`src/rtl/rr_grant_arbiter4_pkg.sv`:
```
// rr_grant_arbiter4_pkg: shared state codes, default hold limit and rotate-priority search helper
package rr_grant_arbiter4_pkg;

    typedef enum logic {
        ST_IDLE = 1'b0,
        ST_BUSY = 1'b1
    } state_t;

    localparam int MAX_HOLD_DEFAULT = 8;

    // Returns {found, index} of the first set bit of r, scanning p, p+1, p+2, p+3 (mod 4).
    // Scanning from the far end backwards lets the nearest hit overwrite the others.
    function automatic logic [2:0] rr_pick(input logic [3:0] r, input logic [1:0] p);
        logic [2:0] res;
        logic [1:0] k;
        res = 3'b000;
        for (int i = 3; i >= 0; i--) begin
            k = p + 2'(i);
            if (r[k]) res = {1'b1, k};
        end
        return res;
    endfunction

endpackage

```
`src/rtl/rr_grant_arbiter4_dec.sv`:
```
// dec2to4_unit: gate-level 2-to-4 decoder; ports a1,a0 (binary in), y3..y0 (one-hot out)
module dec2to4_unit (
    input  logic a1,
    input  logic a0,
    output logic y3,
    output logic y2,
    output logic y1,
    output logic y0
);

    logic n1, n0;

    not g_n1 (n1, a1);
    not g_n0 (n0, a0);
    and g_y0 (y0, n1, n0);
    and g_y1 (y1, n1, a0);
    and g_y2 (y2, a1, n0);
    and g_y3 (y3, a1, a0);

endmodule

```
`src/rtl/rr_grant_arbiter4.sv`:
```
// rr_grant_arbiter4: 4-way round-robin arbiter with hold timeout; ports clk, reset (sync high), req[3:0] in; grant[3:0], grant_idx[1:0], grant_valid out
module rr_grant_arbiter4
    import rr_grant_arbiter4_pkg::*;
#(
    parameter int MAX_HOLD = MAX_HOLD_DEFAULT,
    parameter int HOLD_W   = 4
) (
    input  logic       clk,
    input  logic       reset,
    input  logic [3:0] req,
    output logic [3:0] grant,
    output logic [1:0] grant_idx,
    output logic       grant_valid
);

    state_t              state_q, state_d;
    logic [1:0]          idx_q, idx_d;
    logic [1:0]          ptr_q, ptr_d;
    logic [HOLD_W-1:0]   hold_q, hold_d;
    logic [3:0]          owner_oh;
    logic [2:0]          pick;
    logic                busy, owner_req, timeout, rearb, take;

    dec2to4_unit u_dec (
        .a1 (idx_q[1]),
        .a0 (idx_q[0]),
        .y3 (owner_oh[3]),
        .y2 (owner_oh[2]),
        .y1 (owner_oh[1]),
        .y0 (owner_oh[0])
    );

    // While busy the owner is masked out of the search: on release its bit is already 0,
    // and on timeout it must not win again ahead of waiting requesters.
    always_comb begin
        busy      = state_q == ST_BUSY;
        owner_req = req[idx_q];
        timeout   = hold_q == HOLD_W'(MAX_HOLD - 1);
        pick      = rr_pick(busy ? req & ~owner_oh : req, ptr_q);
        rearb     = !busy || !owner_req || timeout;
        take      = rearb && pick[2];
        state_d   = (take || (busy && owner_req)) ? ST_BUSY : ST_IDLE;
        idx_d     = take ? pick[1:0] : (state_d == ST_BUSY ? idx_q : 2'd0);
        ptr_d     = take ? pick[1:0] + 2'd1 : ptr_q;
        hold_d    = rearb ? '0 : hold_q + 1'b1;
    end

    always_ff @(posedge clk) begin
        if (reset) begin
            state_q <= ST_IDLE;
            idx_q   <= 2'd0;
            ptr_q   <= 2'd0;
            hold_q  <= '0;
        end else begin
            state_q <= state_d;
            idx_q   <= idx_d;
            ptr_q   <= ptr_d;
            hold_q  <= hold_d;
        end
    end

    assign grant_valid = state_q == ST_BUSY;
    assign grant_idx   = idx_q;
    assign grant       = owner_oh & {4{grant_valid}};

endmodule

```
`config.mk`:
```
export PLATFORM = sky130hd
export DESIGN_NAME = rr_grant_arbiter4
export DESIGN_NICKNAME = d
export VERILOG_FILES = /design/src/rtl/rr_grant_arbiter4_pkg.sv /design/src/rtl/rr_grant_arbiter4_dec.sv /design/src/rtl/rr_grant_arbiter4.sv
export SDC_FILE = /design/constraint.sdc
export NUM_CORES = 1
export LEC_CHECK = 0
export ABC_CLOCK_PERIOD_IN_PS = 3700
export BUFFER_PORTS_ARGS = -buffer_cell sky130_fd_sc_hd__buf_2
export CORE_AREA = 2 2 39 41
export CTS_CLUSTER_DIAMETER = 60
export CTS_CLUSTER_SIZE = 40
export DETAILED_ROUTE_END_ITERATION = 12
export DIE_AREA = 0 0 41 43
export PLACE_DENSITY = 0.79
export SYNTH_ARGS = -nofsm -noshare
export SYNTH_HDL_FRONTEND = slang
export SYNTH_SLANG_ARGS = --single-unit
export TNS_END_PERCENT = 50
```
`constraint.sdc`:
```
create_clock -name clk -period 3.7 [get_ports clk]
set_input_delay 0.555 -clock clk [delete_from_list [all_inputs] [get_ports clk]]
set_output_delay 0.555 -clock clk [all_outputs]
set_load 0.05 [all_outputs]
```
==> results of run 1 <==
-- critical path, cell delays in order (launching register included) --
cell and delay [ns]:
dfxtp_1 0.42, nand2b_1 0.27, or2_1 0.28, inv_2 0.06, buf_2 0.25
-- power groups by stage --
stage               clock, mW  sequential, mW  combinational, mW
global route           0.0781           0.144              0.182
global placement            0           0.143              0.164
CTS                    0.0742           0.141              0.168
floorplan                   0           0.126              0.167
detailed placement          0           0.143              0.168
finish                 0.0709           0.142              0.167
-- Yosys cell counts --
cell type,number
nor2_1,13
dfxtp_1,9
nand2_1,7
inv_1,4
nand2b_1,4
o21ai_1,4
a211oi_1,3
buf_4,3
mux2i_1,3
xor2_1,3
a21oi_1,2
a22o_1,2
a31oi_1,2
buf_2,2
buf_6,2
nand3_1,2
o21ai_0,2
o22ai_2,2
a21o_1,1
a31o_1,1
a32o_1,1
a41oi_1,1
and2_1,1
clkbuf_1,1
ha_1,1
inv_2,1
mux2_1,1
mux2_4,1
nand3b_1,1
nand4_1,1
nor2b_1,1
o21ba_2,1
or2_1,1
or2_2,1
or3_1,1
xnor2_1,1
-- layout by cell type (no fill, tap or decap), types with 4 or more instances in the layout --
cell	n
inv_1	4
o21ai_1	4
dfxtp_1	9
nor2_1	13
nand2b_1	4
buf_2	12
nand2_1	7
-- state kept, by name (all words and copies together) (netlist names) --
register,flops
grant_idx,2
grant_valid,1
hold_q,4
ptr_q,2
-- through the flow --
stage	instances	power (mW)	utilization (%)	cell area, um^2	hold slack [ns]
6_report	111	0.380	52.5	727	0.449
5_1_grt	111	0.404	52.5	727	0.482
3_3_place_gp	107	0.307	50.6	701	0.435
3_5_place_dp	107	0.311	50.6	701	0.450
2_1_floorplan	87	0.294	-	679	0.418
4_1_cts	111	0.384	52.5	727	0.458
-- routing by layer --
layer	global-route usage (%)	vias up	routed length (um)
li1	-	314	-
met1	21.5	299	577
met2	27.5	12	701
met3	7.85	0	54
met4	2.00	0	0
met5	0	-	0
-- cells by family (layout without fill, tap and decap cells) --
group                    after synthesis  count (layout)  synth area share, %
multiplexers                           5               5                 8.29
AND/OR/NAND/NOR                       33              33                 22.8
buffers and inverters                 13              21                 11.4
flip-flops                             9               9                 26.5
XOR/XNOR                               4               4                 5.16
adder cells (fa/ha/maj)                1               1                 1.84
AO/OA/AOI/OAI                         22              22                 23.9
-- layout make-up --
cell class	instances	area [um^2]	share of cell area (%)
multi-input combinational	65	422	58.0
sequential	9	180	24.8
tap	16	20.0	2.75
inverter	5	18.8	2.58
clock buffer	4	26.3	3.61
timing repair buffer	12	60.1	8.26
-- worst min-delay path by stage --
stage,start,cells after the start,endpoint,slack [ns]
floorplan,hold_q[0],1,hold_q[0],0.42
global placement,hold_q[0],1,hold_q[0],0.43
detailed placement,hold_q[0],1,hold_q[0],0.45
CTS,hold_q[0],1,hold_q[0],0.46
global route,hold_q[0],1,hold_q[0],0.48
finish,hold_q[0],1,hold_q[0],0.45
==> summary.md, run 1 <==
| Metric | Value |
|---|---|
| Status | finished clean |
| Setup TNS | 0 ns |
| Worst flop-to-flop path endpoint | ptr_q[1] |
| Yosys top cell area share | 26.5% |
| Initial detailed-routing violation count | 7 |
| Pwr Density | 522 mW/mm^2 |
| CP startpoint | grant_idx[1] |
| Clk_lat worst skew | 0.25 ns |
| Die X-Extent | 41 um |
| Initial antenna violation count | 0 |
| Leak | 0.320 nW |
| Chip height | 43 um |
| Part of the power in registers | 37.4% |
| Gate power share | 43.9% |
| Length in cells of the worst reg-to-reg path | 6 |
| Net Sw Frac | 42.3% |
| CP max FO | 10 |
| Post-CTS Setup Bufs | 0 |
| Most area-consuming cells after synthesis | dfxtp_1, nor2_1, mux2i_1 |
| Netlist Area Pre-Place | 679 um^2 |
| CP endpoint kind | output pin |
| Fmax | 0.480 GHz |
| Syn Area/Cell | 7.81 um^2 |
| # IOs | 13 |
| Area of the die | 0.00176 mm^2 |
| Worst flop-to-flop path startpoint | grant_idx[0] |
| Pre-CTS WS | 1.77 ns |
| PortBufs | 12 |
| Seq/Total Area, Yosys | 26.5% |
| Vias in the first global route | 530 |
| # rows | 14 |
| Final period util | 56.3% |
| Antenna diode count | 0 |
| Worst Path Arrival | 1.53 ns |
| Unrepaired setup endpoints after global routing | false |
| DR WL/cell | 12.0 um |
| Worst Hold Class | flop to flop |
| Sink Count | 9 |
| Routability Congestion | 0.769 |
| Final Hold Vio Count | 0 |
| Slew @ Worst Pin | 0.372 ns |
| Cts repair resizes | 0 |
| Layout net count | 103 |
| Dpl hpwl | 1060 um |
| Peak supply drop | 256 uV |
| Yosys cell types | 36 |
| YS warnings | 0 |
| Syn nets | 94 |
| Via/cell ratio | 5.63 |
| WS Path Type | flop to output pin |
| Clock power frac | 18.7% |
| Worst Skew | 0.000488 ns |
| CTS tree | yes |
| Total track usage | 17.3% |
| Worst EP required | 3.14 ns |
| WL final | 1330 um |
| Setup crit start kind | flop |
| Cells after Synth | 87 |
| Worst Slack Setup Final | 1.62 ns |
| Fraction of layout cells with a size suffix above 1 | 22.1% |
| Clock Pin Slew Worst Setup and Hold Paths | 0.05 ns |
| Post-layout minimum cycle time | 2.08 ns |
| Seq cells post-synth | 9 |
| Filler Cell Count | 149 |
| Total grt overflow | 0 |
| Critical path endpoint | grant[0] |
| Yosys top cell by area | dfxtp_1 |
| Clk buf depth | 2 |
| Residual DRC | 0 |
| Root Buffer | clkbuf_4 |
| Drt pass-1 iters | 4 |
| Reg2reg setup slack | 1.80 ns |
| Inserted Clock Buffers | 3 |
| Slew HR | 75.2% |
| Largest net degree at the start of global routing | 11 |
| Core area | 0.00138 mm^2 |
| Final Max Slew Viols | 0 |
| Internal cell power | 219 uW |
| Global-route wire length before repair | 2110 um |
| Psw | 161 uW |
| Cts hold-fix bufs | 0 |
| Max Cap Violations | 0 |
| Initial Util | 49.1% |
| Endpoints failing setup | 0 |
| Post-DRT Antenna Nets | 0 |
| H-tree levels | 1 |
| DR vias | 625 |
| Area Growth Syn to Fin | 7.00% |
Note: power is estimated with default switching activity, not from simulation.
==> run 2: changes to the inputs <==
Settings changed: ABC_CLOCK_PERIOD_IN_PS 3700 to 2000, CORE_AREA 2 2 39 41 to default, CORE_UTILIZATION from default to 52, DIE_AREA 0 0 41 43 to default, PLACE_DENSITY 0.79 to 0.81.
Clock period 3.7 ns to 2 ns, I/O delays scaled along.
==> summary.md, run 2 (same netlist as run 1, synthesis figures left out) <==
| Metric | Value |
|---|---|
| Endpoints failing setup | 0 |
| Area of the die | 0.00146 mm^2 |
| Clk_lat worst skew | 0.25 ns |
| Total track usage | 23.5% |
| Length in cells of the worst reg-to-reg path | 6 |
| Layout net count | 103 |
| Antenna diode count | 0 |
| Slew HR | 81.4% |
| Reg2reg setup slack | 0.21 ns |
| # IOs | 13 |
| Initial detailed-routing violation count | 17 |
| Cts hold-fix bufs | 0 |
| Setup crit start kind | flop |
| Area Growth Syn to Fin | 8.29% |
| Layout Cell Area excl Fill | 736 um^2 |
| Largest net degree at the start of global routing | 11 |
| Root Buffer | clkbuf_4 |
| CP endpoint kind | flop |
| CP startpoint | grant_idx[0] |
| Fmax | 0.558 GHz |
| DR WL/cell | 12.9 um |
| Pwr Density | 965 mW/mm^2 |
| Hold_ws | 0.273 ns |
| Worst EP required | 2.18 ns |
| Leak | 0.320 nW |
| CTS tree | yes |
| DR vias | 614 |
| Core area | 0.00116 mm^2 |
| Design Power | 710 uW |
| WS Path Type | flop to flop |
| Via/cell ratio | 5.63 |
| Post-CTS Setup Bufs | 0 |
| Fin cells | 109 |
| Final Hold Vio Count | 0 |
| Dpl hpwl | 1060 um |
| Largest reg by FF count | hold_q |
| Worst flop-to-flop path startpoint | grant_idx[0] |
| Final Max Slew Viols | 0 |
| Post-DRT Antenna Nets | 0 |
| Inserted Clock Buffers | 3 |
| Critical path endpoint | ptr_q[1] |
| Sink Count | 9 |
| CP max FO | 9 |
| PortBufs | 12 |
| Setup TNS | 0 ns |
| Routability Congestion | 0.870 |
| Status | finished clean |
| Global-route wire length before repair | 2310 um |
| Total grt overflow | 0 |
| Unrepaired setup endpoints after global routing | false |
| Worst Skew | 0.00242 ns |
| Residual DRC | 0 |
| Initial antenna violation count | 0 |
| Chip height | 38.1 um |
| Number of flip-flops under the largest register name | 4 |
| Cts repair resizes | 0 |
| Max Cap Violations | 0 |
| Peak supply drop | 552 uV |
| Clock Pin Slew Worst Setup and Hold Paths | 0.06 ns |
| Worst Path Arrival | 1.97 ns |
| Final period util | 89.7% |
| H-tree levels | 1 |
| Worst flop-to-flop path endpoint | ptr_q[1] |
| Fraction of layout cells with a size suffix above 1 | 26.3% |
| Worst Hold Class | primary input to flop |
| Clk buf depth | 2 |
| Die X-Extent | 38.1 um |
| Most frequent cells in the layout | nor2_1, buf_2, nand2_1, dfxtp_1 |
| Vias in the first global route | 575 |
| Slew @ Worst Pin | 0.271 ns |
| Cells after DPL | 105 |
| WL final | 1400 um |
| Post-layout minimum cycle time | 1.79 ns |
| Drt pass-1 iters | 4 |
| Initial Util | 58.8% |
| # rows | 12 |
| Dpl cell area | 707 um^2 |
## run 2: changes by cell type in the layout (fill, tap and decap cells not counted)
cell	change
dfxtp_1	-3
dfxtp_2	+3
nor2_1	-1
nor2_4	+1
## run 2: metrics by stage
step                      utilization, %  worst slack, ns
after global routing                63.6           0.0680
final                               63.6            0.206
after detailed placement            61.1           0.0566
after CTS                           63.4           0.0415
after floorplan                        -            0.180
after global placement              61.1           0.0817
## run 2: area by class of cell
class | instances | area [um^2]
Fill cell | 101 | 420
Clock buffer | 4 | 26.3
Multi-Input combinational cell | 65 | 429
Tap cell | 14 | 17.5
Timing Repair Buffer | 12 | 60.1
Sequential cell | 9 | 184
Inverter | 5 | 18.8
## run 2: worst min path at each step
| stage | to | from | cells after the start |
|---|---|---|---|
| finish | grant_idx[0] | reset | 2 |
| global route | grant_idx[0] | reset | 2 |
| CTS | grant_idx[0] | reset | 2 |
| detailed placement | hold_q[0] | hold_q[0] | 1 |
| global placement | hold_q[0] | hold_q[0] | 1 |
| floorplan | grant_valid | reset | 1 |
## run 2: critical path: stages (launching register included)
cell,delay [ns]
dfxtp_2,0.43
nand2_1,0.22
a31o_1,0.27
a211oi_1,0.25
a22o_1,0.25
xor2_1,0.08
a211oi_1,0.21
## run 2: power breakdown
| part | switching (mW) | internal, mW | total, mW |
|---|---|---|---|
| sequential | 0.0561 | 0.208 | 0.264 |
| clock | 0.0576 | 0.0765 | 0.134 |
| combinational | 0.187 | 0.124 | 0.312 |
| total | 0.301 | 0.409 | 0.710 |
## run 2: metal layers
| layer | share of wire [%] | wire length, um | global-route usage (%) | vias to the layer above |
|---|---|---|---|---|
| met5 | 0 | 0 | 0 | - |
| met4 | 0 | 0 | 4.46 | 0 |
| li1 | - | - | - | 315 |
| met2 | 47 | 652 | 39.4 | 15 |
| met3 | 5.5 | 77 | 8.72 | 0 |
| met1 | 48 | 672 | 28.5 | 284 |
==> run 3: changes to the inputs <==
Settings changed: CORE_ASPECT_RATIO from default to 1.1, CORE_UTILIZATION 52 to 40, PLACE_DENSITY 0.81 to 0.66.
==> summary.md, run 3 (same netlist as run 1, synthesis figures left out) <==
| Metric | Value |
|---|---|
| Routability Congestion | 0.758 |
| Via/cell ratio | 5.63 |
| Core area | 0.00158 mm^2 |
| DR WL/cell | 12.9 um |
| Design Power | 725 uW |
| Root Buffer | clkbuf_4 |
| Dpl hpwl | 1100 um |
| Hold_ws | 0.263 ns |
| Length in cells of the worst reg-to-reg path | 7 |
| PortBufs | 12 |
| Peak supply drop | 530 uV |
| Max Cap Violations | 0 |
| Fmax | 0.554 GHz |
| Most frequent cells in the layout | nor2_1, buf_2, nand2_1, dfxtp_1 |
| Vias in the first global route | 543 |
| Area Growth Syn to Fin | 9.94% |
| Drt pass-1 iters | 4 |
| Setup crit start kind | flop |
| CTS tree | yes |
| Final Hold Vio Count | 0 |
| DR vias | 636 |
| Worst flop-to-flop path startpoint | grant_idx[1] |
| Number of flip-flops under the largest register name | 4 |
| Reg2reg setup slack | 0.20 ns |
| Sink of the worst hold path | grant_valid |
| Die X-Extent | 41.3 um |
| WL final | 1460 um |
| CP max stage delay | 0.39 ns |
| Inserted Clock Buffers | 3 |
| Setup TNS | 0 ns |
| Initial detailed-routing violation count | 10 |
| Worst EP required | 1.70 ns |
| Pwr Density | 970 mW/mm^2 |
| Total track usage | 17.9% |
| Sink Count | 9 |
| Clk buf depth | 2 |
| Worst flop-to-flop path endpoint | ptr_q[1] |
| Initial Util | 43.1% |
| Largest reg by FF count | hold_q |
| Status | finished clean |
| CP max stage cell | dfxtp_1 |
| Unrepaired setup endpoints after global routing | false |
| Fin cells | 113 |
| Crit path cell chain | nand2b_1 -> or2_1 -> inv_2 -> buf_2 |
| Crit-path leading delay family | simple AND/OR/NAND/NOR gates |
| Final Max Slew Viols | 0 |
| Cells after DPL | 109 |
| Global-route wire length before repair | 2290 um |
| CP max FO | 7 |
| # IOs | 13 |
| Slew HR | 81.1% |
| WS Path Type | flop to output pin |
| CP endpoint kind | output pin |
| Worst Hold Class | primary input to flop |
| Worst Skew | 0.00664 ns |
| Worst Hold Launch | reset |
| Final period util | 90.2% |
| Clk_lat worst skew | 0.26 ns |
| Initial antenna violation count | 0 |
| Filler Cell Count | 165 |
| Layout net count | 104 |
| Chip height | 45.2 um |
| Worst Path Buf+Inv | 2 |
| Slew @ Worst Pin | 0.283 ns |
| Hold Path Depth | 2 |
| # rows | 15 |
| Antenna diode count | 0 |
| Area of the die | 0.00187 mm^2 |
| Endpoints failing setup | 0 |
| Post-layout minimum cycle time | 1.80 ns |
| H-tree levels | 1 |
| Clock Pin Slew Worst Setup and Hold Paths | 0.06 ns |
| Leak | 0.328 nW |
| Total grt overflow | 0 |
| Post-DRT Antenna Nets | 0 |
| Post-CTS Setup Bufs | 0 |
| Largest net degree at the start of global routing | 10 |
| Worst Path Arrival | 1.50 ns |
| Residual DRC | 0 |
| Fraction of layout cells with a size suffix above 1 | 27.1% |
## run 3: cell types whose count changed in the layout (fill, tap and decap cells not counted), sizes merged
| cell | change |
|---|---|
| buf | +1 |
| clkbuf | -1 |
| clkinv | +1 |
## run 3: stage by stage
| stage | util, % | setup slack, ns | cell area [um^2] |
|---|---|---|---|
| 2_1_floorplan | - | 0.180 | 688 |
| 3_3_place_gp | 45.6 | 0.198 | 718 |
| 3_5_place_dp | 45.6 | 0.120 | 718 |
| 4_1_cts | 47.3 | 0.0896 | 746 |
| 5_1_grt | 47.4 | 0.0562 | 747 |
| 6_report | 47.4 | 0.196 | 747 |
## run 3: layer usage
layer,up-vias,global-route usage [%],share of wire [%]
met1,295,24.6,46
met3,4,1.48,4.9
li1,318,-,-
met2,19,26.9,47
met4,0,9.68,1.4
met5,-,0,0
## run 3: worst max path at each step
stage / start / endpoint / slack, ns / depth (start not counted)
floorplan: grant_valid / ptr_q[1] / 0.18 / 7
global placement: grant_idx[0] / grant_idx[0] / 0.20 / 6
detailed placement: grant_idx[0] / ptr_q[1] / 0.12 / 6
CTS: grant_idx[0] / grant_idx[0] / 0.09 / 6
global route: grant_idx[1] / ptr_q[1] / 0.06 / 6
finish: grant_idx[1] / grant[0] / 0.20 / 4
## run 3: area by class of cell
| cell class | instances | area [um^2] | share of cell area, % |
|---|---|---|---|
| multi-input combinational | 65 | 429 | 57.5 |
| sequential | 9 | 183 | 24.5 |
| clock inverter | 1 | 5.00 | 0.670 |
| timing repair buffer | 13 | 67.6 | 9.05 |
| inverter | 5 | 18.8 | 2.51 |
| tap | 17 | 21.3 | 2.85 |
| clock buffer | 3 | 22.5 | 3.02 |
## run 3: repair_timing
item / CTS / global route
hold buffers: 0 / 0
resized for setup: 0 / 1
endpoints found under the setup margin: 0 / 2
## run 3: where the power goes
group / switching, mW / internal, mW / leakage, nW
sequential: 0.0509 / 0.207 / 0.0744
combinational: 0.199 / 0.128 / 0.236
clock: 0.0656 / 0.0738 / 0.0177
total: 0.316 / 0.409 / 0.328
